==> config.mk <==
export PLATFORM = sky130hd
export DESIGN_NAME = fighter_motion_flat
export DESIGN_NICKNAME = d
export VERILOG_FILES = /design/src/rtl/fighter_motion_if.sv /design/src/rtl/fighter_motion.sv /design/src/flat_wrapper.sv
export SDC_FILE = /design/constraint.sdc
export NUM_CORES = 1
export LEC_CHECK = 0
export CAP_MARGIN = 25
export CELL_PAD_IN_SITES_DETAIL_PLACEMENT = 0
export CELL_PAD_IN_SITES_GLOBAL_PLACEMENT = 2
export CORE_MARGIN = 3
export CORE_UTILIZATION = 39
export DETAILED_ROUTE_END_ITERATION = 16
export PLACE_DENSITY_LB_ADDON = 0.15
export SLEW_MARGIN = 5
export SYNTH_ARGS = -nofsm -noshare
export SYNTH_HDL_FRONTEND = slang
export SYNTH_SLANG_ARGS = --single-unit
==> constraint.sdc <==
create_clock -name clk -period 8.7 [get_ports clk]
set_input_delay 1.74 -clock clk [delete_from_list [all_inputs] [get_ports clk]]
set_output_delay 1.74 -clock clk [all_outputs]
set_load 0.05 [all_outputs]
==> src/rtl/fighter_motion_if.sv <==
// fighter_motion_if: per-fighter control bundle.
//   master : frame_en, buttons (right/left/jump/squat/defend/dash), hit
//   slave  : x, y position and pose flags (isD/isQ/isJ/isDash/isHit/blocked)
interface fighter_motion_if #(
  parameter int XW = 11,
  parameter int YW = 10
);
  logic                 frame_en;
  logic                 right, left, jump, squat, defend, dash;
  logic                 hit;
  logic signed [XW-1:0] x;
  logic signed [YW-1:0] y;
  logic                 isD, isQ, isJ, isDash, isHit, blocked;

  modport master (
    output frame_en, right, left, jump, squat, defend, dash, hit,
    input  x, y, isD, isQ, isJ, isDash, isHit, blocked
  );

  modport slave (
    input  frame_en, right, left, jump, squat, defend, dash, hit,
    output x, y, isD, isQ, isJ, isDash, isHit, blocked
  );
endinterface

==> src/rtl/fighter_motion.sv <==
// fighter_motion: frame-stepped motion controller for one fighter.
//   clk, rst_n : clock, async active-low reset
//   bus        : fighter_motion_if.slave -- frame_en, button levels and hit in;
//                x/y position and pose flags out
// All state advances only on frame_en. isD/isQ are combinational from state
// and the current buttons; everything else comes straight from registers.
module fighter_motion #(
  parameter int XW            = 11,
  parameter int YW            = 10,
  parameter int SIDE          = 1,
  parameter int X_MIN         = 100,
  parameter int X_MAX         = 600,
  parameter int X_INIT        = 600,
  parameter int Y_GND         = -300,
  parameter int STEP_X        = 4,
  parameter int V_JUMP        = 20,
  parameter int MAX_AIR_JUMPS = 1,
  parameter int DASH_X        = 12,
  parameter int DASH_FRAMES   = 4,
  parameter int DASH_CD       = 16,
  parameter int HIT_FRAMES    = 8,
  parameter int KNOCK_X       = 6
) (
  input  logic           clk,
  input  logic           rst_n,
  fighter_motion_if.slave bus
);
  localparam int XE = XW + 2;   // x arithmetic width, no wrap before clamp
  localparam int YC = YW + 12;  // arc arithmetic width
  localparam int TW = $clog2(DASH_FRAMES + 1);
  localparam int CW = $clog2(DASH_CD + 1);
  localparam int HW = $clog2(HIT_FRAMES + 1);
  localparam int AW = $clog2(MAX_AIR_JUMPS + 2);

  localparam logic signed [XE-1:0] XMIN_E  = XE'(X_MIN);
  localparam logic signed [XE-1:0] XMAX_E  = XE'(X_MAX);
  localparam logic signed [XE-1:0] STEP_E  = XE'(STEP_X);
  localparam logic signed [XE-1:0] DASH_E  = XE'(DASH_X);
  localparam logic signed [XE-1:0] KNOCK_E = XE'(KNOCK_X);
  localparam logic signed [YC-1:0] YGND_E  = YC'(Y_GND);
  localparam logic signed [YC-1:0] VJ_E    = YC'(V_JUMP);

  typedef enum logic [1:0] {M_NORMAL, M_DASH, M_HIT} mode_t;
  typedef enum logic {V_GND, V_AIR} vert_t;

  mode_t                mode;
  vert_t                vert;
  logic signed [XW-1:0] x;
  logic signed [YW-1:0] y, base;
  logic [7:0]           n;
  logic [AW-1:0]        air_cnt;
  logic [TW-1:0]        dash_tmr;
  logic [CW-1:0]        cd;
  logic [HW-1:0]        hit_tmr;
  logic                 dash_dir;  // 1 = +x
  logic                 jump_q;
  logic                 blocked;

  logic                 jump_rise, on_gnd, hit_take, hit_blk, dash_go, jump_ok;
  logic signed [XE-1:0] dx, x_sum, x_nxt;
  logic [8:0]           n1;
  logic signed [YC-1:0] nn, base_e, yc;
  logic                 land;

  always_comb begin
    jump_rise = bus.jump & ~jump_q;
    on_gnd    = (vert == V_GND);
    // defend only absorbs a hit with both feet on the floor
    hit_blk   = bus.hit & bus.defend & on_gnd;
    hit_take  = bus.hit & ~hit_blk;
    dash_go   = (mode == M_NORMAL) & bus.dash & (cd == '0) & ~bus.defend & ~hit_take;
    jump_ok   = jump_rise & (mode != M_HIT) & ~hit_take;

    // The frame that enters HIT or DASH does not move; an ongoing HIT keeps
    // knocking back even when re-hit.
    dx = '0;
    if (mode == M_HIT)
      dx = (SIDE != 0) ? KNOCK_E : -KNOCK_E;
    else if (hit_take)
      dx = '0;
    else if (mode == M_DASH)
      dx = dash_dir ? DASH_E : -DASH_E;
    else if (!dash_go && !bus.defend) begin
      if (bus.right)     dx = STEP_E;
      else if (bus.left) dx = -STEP_E;
    end
    x_sum = XE'(x) + dx;
    if (x_sum > XMAX_E)      x_nxt = XMAX_E;
    else if (x_sum < XMIN_E) x_nxt = XMIN_E;
    else                     x_nxt = x_sum;

    // arc: base + V*n' - n'^2, landing always tested against ground
    n1     = {1'b0, n} + 9'd1;
    nn     = $signed({{(YC-9){1'b0}}, n1});
    base_e = YC'(base);
    yc     = base_e + VJ_E * nn - nn * nn;
    land   = (yc < YGND_E) || (n == 8'd255);
  end

  always_ff @(posedge clk or negedge rst_n) begin
    if (!rst_n) begin
      mode     <= M_NORMAL;
      vert     <= V_GND;
      x        <= XW'(X_INIT);
      y        <= YW'(Y_GND);
      base     <= YW'(Y_GND);
      n        <= '0;
      air_cnt  <= '0;
      dash_tmr <= '0;
      cd       <= '0;
      hit_tmr  <= '0;
      dash_dir <= 1'b0;
      jump_q   <= 1'b0;
      blocked  <= 1'b0;
    end else if (bus.frame_en) begin
      jump_q  <= bus.jump;
      blocked <= hit_blk;
      x       <= x_nxt[XW-1:0];
      if (cd != '0) cd <= cd - CW'(1);

      // horizontal mode: hit > dash start > walk
      if (hit_take) begin
        mode    <= M_HIT;
        hit_tmr <= HW'(HIT_FRAMES);
        if (mode == M_DASH) cd <= CW'(DASH_CD);
      end else begin
        case (mode)
          M_HIT: begin
            hit_tmr <= hit_tmr - HW'(1);
            if (hit_tmr <= HW'(1)) mode <= M_NORMAL;
          end
          M_DASH: begin
            dash_tmr <= dash_tmr - TW'(1);
            if (dash_tmr <= TW'(1)) begin
              mode <= M_NORMAL;
              cd   <= CW'(DASH_CD);
            end
          end
          default: if (dash_go) begin
            mode     <= M_DASH;
            dash_tmr <= TW'(DASH_FRAMES);
            dash_dir <= bus.right ? 1'b1 : bus.left ? 1'b0 : (SIDE == 0);
          end
        endcase
      end

      // vertical
      if (vert == V_GND) begin
        y <= YW'(Y_GND);
        if (jump_ok) begin
          vert    <= V_AIR;
          base    <= YW'(Y_GND);
          n       <= '0;
          air_cnt <= '0;
        end
      end else if (jump_ok && air_cnt < AW'(MAX_AIR_JUMPS)) begin
        base    <= y;  // new arc starts from the current height
        n       <= '0;
        air_cnt <= air_cnt + AW'(1);
      end else if (land) begin
        y    <= YW'(Y_GND);
        vert <= V_GND;
      end else begin
        y <= yc[YW-1:0];
        n <= n1[7:0];
      end
    end
  end

  assign bus.x       = x;
  assign bus.y       = y;
  assign bus.isJ     = (vert == V_AIR);
  assign bus.isDash  = (mode == M_DASH);
  assign bus.isHit   = (mode == M_HIT);
  assign bus.blocked = blocked;
  assign bus.isQ     = bus.squat & (vert == V_GND) & (mode == M_NORMAL);
  assign bus.isD     = bus.defend & (mode != M_HIT);
endmodule

==> src/flat_wrapper.sv <==
// flat-port wrapper written by rule: the top's interface ports become plain ports
module fighter_motion_flat 
#(
  parameter int XW            = 11,
  parameter int YW            = 10,
  parameter int SIDE          = 1,
  parameter int X_MIN         = 100,
  parameter int X_MAX         = 600,
  parameter int X_INIT        = 600,
  parameter int Y_GND         = -300,
  parameter int STEP_X        = 4,
  parameter int V_JUMP        = 20,
  parameter int MAX_AIR_JUMPS = 1,
  parameter int DASH_X        = 12,
  parameter int DASH_FRAMES   = 4,
  parameter int DASH_CD       = 16,
  parameter int HIT_FRAMES    = 8,
  parameter int KNOCK_X       = 6
)
  (clk, rst_n, bus_frame_en, bus_right, bus_left, bus_jump, bus_squat, bus_defend, bus_dash, bus_hit, bus_x, bus_y, bus_isD, bus_isQ, bus_isJ, bus_isDash, bus_isHit, bus_blocked);
  fighter_motion_if #(.XW(XW), .YW(YW)) bus_i ();
  input  logic clk;
  input  logic rst_n;
  input wire logic [$bits(bus_i.frame_en)-1:0] bus_frame_en;
  input wire logic [$bits(bus_i.right)-1:0] bus_right;
  input wire logic [$bits(bus_i.left)-1:0] bus_left;
  input wire logic [$bits(bus_i.jump)-1:0] bus_jump;
  input wire logic [$bits(bus_i.squat)-1:0] bus_squat;
  input wire logic [$bits(bus_i.defend)-1:0] bus_defend;
  input wire logic [$bits(bus_i.dash)-1:0] bus_dash;
  input wire logic [$bits(bus_i.hit)-1:0] bus_hit;
  output wire logic [$bits(bus_i.x)-1:0] bus_x;
  output wire logic [$bits(bus_i.y)-1:0] bus_y;
  output wire logic [$bits(bus_i.isD)-1:0] bus_isD;
  output wire logic [$bits(bus_i.isQ)-1:0] bus_isQ;
  output wire logic [$bits(bus_i.isJ)-1:0] bus_isJ;
  output wire logic [$bits(bus_i.isDash)-1:0] bus_isDash;
  output wire logic [$bits(bus_i.isHit)-1:0] bus_isHit;
  output wire logic [$bits(bus_i.blocked)-1:0] bus_blocked;
  assign bus_i.frame_en = bus_frame_en;
  assign bus_i.right = bus_right;
  assign bus_i.left = bus_left;
  assign bus_i.jump = bus_jump;
  assign bus_i.squat = bus_squat;
  assign bus_i.defend = bus_defend;
  assign bus_i.dash = bus_dash;
  assign bus_i.hit = bus_hit;
  assign bus_x = bus_i.x;
  assign bus_y = bus_i.y;
  assign bus_isD = bus_i.isD;
  assign bus_isQ = bus_i.isQ;
  assign bus_isJ = bus_i.isJ;
  assign bus_isDash = bus_i.isDash;
  assign bus_isHit = bus_i.isHit;
  assign bus_blocked = bus_i.blocked;
  fighter_motion #(.XW(XW), .YW(YW), .SIDE(SIDE), .X_MIN(X_MIN), .X_MAX(X_MAX), .X_INIT(X_INIT), .Y_GND(Y_GND), .STEP_X(STEP_X), .V_JUMP(V_JUMP), .MAX_AIR_JUMPS(MAX_AIR_JUMPS), .DASH_X(DASH_X), .DASH_FRAMES(DASH_FRAMES), .DASH_CD(DASH_CD), .HIT_FRAMES(HIT_FRAMES), .KNOCK_X(KNOCK_X)) u_core (.clk(clk), .rst_n(rst_n), .bus(bus_i));
endmodule
* Yosys cells after proc, flatten, opt, wreduce, memory -nomap -nowiden
Index checks and enable logic that the tools add are counted.
Widths: inputs -> output; s select.
** Storage, ports and cells
- Word-level logic and storage cells :: 119
- Flip-flop bits (word level) :: 59
- Input bits :: 10
- Output and inout port bits :: 27
** Operators by class
- Reductions and logical operators :: 20
- $add $sub $neg :: 8
- $lt $le $gt $ge :: 6
- Mux-type cells :: 41
- Multipliers :: 2
- Eq/ne operators :: 9
- Bitwise logic cells :: 20
** Operator list (number)
- $mux 13 :: 7
- $mux 10 :: 6
- $mux 8 :: 4
- $mux 5 :: 5
- $lt 22x10->1 const B :: 1
- $mux 11 :: 2
- $sub 22x22->22 :: 1
- $mul 9x9->18 :: 1
- $add 10x15->16 :: 1
- $mux 2 :: 7
- $add 11x13->13 :: 1
- $and 1x1->1 :: 13
- $gt 13x11->1 const B :: 1
- $lt 13x8->1 const B :: 1
- $mul 3x9->12 const A :: 1
- $reduce_and 4->1 :: 3
- $add 8x1->9 const B :: 1
- $eq 8x8->1 const B :: 1
- $mux 4 :: 2
- $not 1->1 :: 7
- $ne 2x2->1 const B :: 3
- $ne 3x1->1 const B :: 2
- $pmux 3 s2 :: 1
- $reduce_and 3->1 :: 2
- 23 further kinds :: 32

* Depth between registers and ports, before layout
- Word-level depth :: 16
- Depth in mapped cells :: 38
- Depth with buffers taken out :: 36

* Worst setup path before layout
No wires, ideal clock.
- Kind :: register -> register
- From :: register u_core.n[0]
- To :: register u_core.n[0]
- Stages on the path, launching flop included :: 36
- Required time :: 8.581 ns
- Period minus slack after synthesis :: 8.025 ns
- Path slack :: 0.675 ns
- Arrival time :: 7.906 ns
- Setup time :: 0.119 ns
- Cell sequence :: dfrtp_1 > ha_1 > and3_1 > nor2b_1 > or2_2 > clkbuf_1 > inv_1 > nor2_1 > inv_1 > fa_1 > inv_1 > fa_1 > inv_1 > fa_1 > fa_1 > inv_1 > ha_1 > inv_1 > o21bai_1 > a21oi_1 > nor2b_1 > o21a_1 > o31a_1 > o41ai_1 > xor2_1 > ha_1 > a211o_1 > o2bb2ai_1 > nor2_1 > a2111oi_0 > nand4_1 > a2111oi_2 > a31oi_2 > o22ai_4 > a41oi_4 > a21bo_1
** On the way
- Word-level cells in the longest chain between the ends :: 8
** RTL lines
- from (decl) :: RTL line fighter_motion.sv:50 : logic [7:0] n;
- from (signal assigned) :: RTL line fighter_motion.sv:165 : n <= n1[7:0];
- $add 8x1->9 :: RTL line fighter_motion.sv:93 : n1 = {1'b0, n} + 9'd1;
- $mul 3x9->12 :: RTL line fighter_motion.sv:96 : yc = base_e + VJ_E * nn - nn * nn;
- $add 10x15->16 :: RTL line fighter_motion.sv:96
- $sub 22x22->22 :: RTL line fighter_motion.sv:96
- $lt 22x10->1 :: RTL line fighter_motion.sv:97 : land = (yc < YGND_E) || (n == 8'd255);
- $logic_or 1x1->1 :: RTL line fighter_motion.sv:97
- $ne 3x3->1 (no source line)
- $reduce_and 3->1 (no source line)
Several ways; a longest one is shown, not always the timed one. The select of a mux whose other input is x is not followed.
A chain may end at the register's enable or synchronous reset.

* Worst setup path after layout
- From :: register u_core.n[3]
- To :: register u_core.n[0]
** On the way
- Word-level cells in the longest chain between the ends :: 8
** RTL lines (RTL line)
- $add 8x1->9 :: fighter_motion.sv:93
- $mul 3x9->12 :: fighter_motion.sv:96
- $add 10x15->16 :: fighter_motion.sv:96
- $sub 22x22->22 :: fighter_motion.sv:96
- $lt 22x10->1 :: fighter_motion.sv:97
- $logic_or 1x1->1 * :: fighter_motion.sv:97
- $ne 3x3->1 (no source line) *
- $reduce_and 3->1 (no source line) *
Mark *: on every way between the ends. The rest lies on a longest branch, timed or not.

==> metrics.cfg <==
[sta]
skew_ps=8.47
period_needed_ps=8230
relSlewSlack_pct=45.6
hold_viol_final=0
report.final.slew_viol_count=0
final-setup-viol-count=0
min_period_over_period_pct=94.6
max_freq_mhz=121
tightest_slew_ps=808
timing.hold.ws_ps=482

[setup_path]
end_kind=register
reg2reg_to=u_core.n[0]
cp_slowest_stage_delay_ps=540
r2r-start=u_core.n[3]
rrSetupSlack_ps=470
cp_max_fo=9
critPathRequiredTime_ps=8910
worstSetupStartpointType=register
crit_top_cell=inv_1
worstRegToRegCells=36
worstPathArrival_ps=8450
slowest_stage=fa_1
path_class=reg -> reg

[yosys]
synth_edf_count=0
synth_cell_types=78
avgSynthCellArea_sq_um=8.55
syn_inst=837
synth.cell_area_sq_mm=0.00716
synth_most_common_cell=inv_1
postSynthRegisterBits=58
ys_top_cells_by_count=inv_1, ha_1, nand2_1
ys_seq_area_share_pct=20.5
yosysTopAreaCellShare_pct=17.5
ys_warn_count=0
async_reset_ff_share_pct=100
synthTopCellsByArea=ha_1, dfrtp_1, fa_1
ys_dominant_reg_cell=dfrtp_1
synth_area_leader_cell=ha_1

[finish]
diodes=0
fin_util_pct=46.4
finalNetCount=1033
layout-drive-gt1-share_pct=8.09
areaGrowthSynthToFinish_pct=14.1

[drt]
drt_first_pass_iters=5
wirelength_microns=17900
via_count=5956
final_antenna_net_count=0
drt_iter0_drc=335
wl_per_cell_microns=16.1
drc=0
viasPerCell=5.34

[floorplanning]
coreArea_sq_mm=0.0176
die_height_microns=141
start_util_pct=40.7
fp-row-count=48
die_x_microns=141
die_area_sq_mm=0.0200
pin_count=37

[global_route]
overflow=0
grt_pass1_wl_microns=30700
grt_pass1_vias=6092
grt_max_degree=59
gr-usage-all-layers_pct=18.7
antenna_found_initial=0

[hold_path]
min_path_cells=1
whs_endpoint=u_core.bus.blocked
min_path_type=reg -> reg
hp-start=u_core.bus.blocked

[clock_network]
cts_sinks=58
cts-root-buf=clkbuf_16
clock_latency_ps=330
hold_buffers=0
cts_tree=done
htree_levels=3
path_clk_slew_ps=50
cts_buffers=9
clockBufferDepth=2

[power]
powerDensity_mw_per_mm2=271
vdd_drop_max_v=0.000210
p_leak_nw=3.97

[job]
maxCapViolations=0

[placed_design]
finalWeightedCongestion=0.870
port_buffers=35
dp_hpwl_microns=14600

[run_status]
status=complete, no violations

==> sequential cells by signal, indices dropped and copies added, names as in the netlist, 2 cells and up <==
name,count
u_core.base,10
u_core.bus.x,10
u_core.bus.y,10
u_core.n,8
u_core.cd,5
u_core.hit_tmr,4
u_core.dash_tmr,3
u_core.air_cnt,2
u_core.mode,2
==> worst max-delay path: cells and delay by family (launching register included) <==
| family | cells | cell delay, ps |
|---|---|---|
| buffers and inverters | 5 | 360 |
| DFF | 1 | 420 |
| xor gates and xnor gates | 1 | 230 |
| adders and majority gates | 6 | 2420 |
| and+or+nand+nor | 10 | 1820 |
| AOI/OAI and AO/OA | 13 | 2800 |
| muxes | 1 | 60 |
==> cell usage in the layout, fill, tap and decap left out, types with 4 or more instances in the layout <==
| cell type | synthesis | routed |
|---|---|---|
| inv_1 | 113 | 113 |
| ha_1 | 100 | 100 |
| nand2_1 | 74 | 74 |
| nor2_1 | 56 | 56 |
| o21ai_0 | 47 | 47 |
| dfrtp_1 | 44 | 43 |
| fa_1 | 38 | 38 |
| a21oi_1 | 38 | 34 |
| clkdlybuf4s50_1 | 0 | 34 |
| xnor2_1 | 25 | 25 |
| nand3_1 | 21 | 21 |
| xor2_1 | 21 | 21 |
| nor2b_1 | 20 | 20 |
| a21o_1 | 20 | 20 |
| nor3_1 | 20 | 20 |
| dfstp_2 | 14 | 14 |
| nand2b_1 | 13 | 13 |
| buf_4 | 1 | 13 |
| and3_1 | 11 | 11 |
| o21a_1 | 10 | 10 |
| o22a_1 | 10 | 10 |
| clkbuf_16 | 0 | 9 |
| and2_1 | 7 | 7 |
| a211oi_1 | 7 | 7 |
| a22o_1 | 7 | 7 |
| o21ai_1 | 7 | 7 |
| or2_2 | 6 | 6 |
| a21oi_2 | 2 | 6 |
| a31oi_1 | 6 | 6 |
| o2bb2ai_1 | 6 | 6 |
| or3_1 | 5 | 5 |
| conb_1 | 2 | 5 |
| o211ai_1 | 4 | 4 |
| o31ai_1 | 4 | 4 |
| nand4_1 | 4 | 4 |
==> where the power goes <==
part           internal, mW  switching (mW)
registers             0.348          0.0584
logic                 0.574           0.876
clock network         0.235           0.123
total                  1.16            1.06
==> worst max path at each step <==
stage,start,endpoint
floorplan,u_core.n[0],u_core.n[0]
global placement,u_core.n[1],u_core.bus.y[9]
detailed placement,u_core.n[1],u_core.bus.y[4]
CTS,u_core.n[1],u_core.bus.y[3]
global route,u_core.n[1],u_core.n[0]
finish,u_core.n[3],u_core.n[0]
==> cell type report <==
type | count | area, sq um
Sequential cell | 58 | 1470
Inverter | 113 | 424
Clock buffer | 11 | 253
Clock inverter | 5 | 52.6
Fill cell | 1708 | 9430
Timing Repair Buffer | 49 | 447
Tap cell | 225 | 282
Multi-Input combinational cell | 654 | 5240
==> metal layers <==
layer | up-vias | track usage [%] | routed length [microns]
met5 | - | 0 | 0
met4 | 0 | 3.54 | 146
met3 | 12 | 2.33 | 491
met2 | 102 | 30.3 | 8290
met1 | 2845 | 27.1 | 9010
li1 | 2997 | - | -
==> metrics by stage <==
stage          setup slack [ps]  instance area [sq um]  std cells  total power, mW  TNS [ps]
2_1_floorplan               675                   7170        840             1.49         0
3_3_place_gp                486                   7810       1097             1.83         0
3_5_place_dp                404                   7820       1098             1.84         0
4_1_cts                     359                   8120       1114             2.22         0
5_1_grt                   -31.4                   8160       1115             2.42     -91.1
6_report                    465                   8160       1115             2.21         0
==> cell families after synthesis <==
group                    share of synthesized area [%]
AO/OA/AOI/OAI                                     21.1
XOR/XNOR                                          5.86
adder cells (fa/ha/maj)                           28.1
buffers and inverters                             6.92
flip-flops                                        20.5
multiplexers                                     0.752
other                                            0.105
AND/OR/NAND/NOR                                   16.6
==> repair_timing <==
item / CTS / global route
setup buffers: 0 / 1
setup endpoints to repair: 0 / 18
resized for setup: 0 / 7
Power figures use the tool's default switching activity.
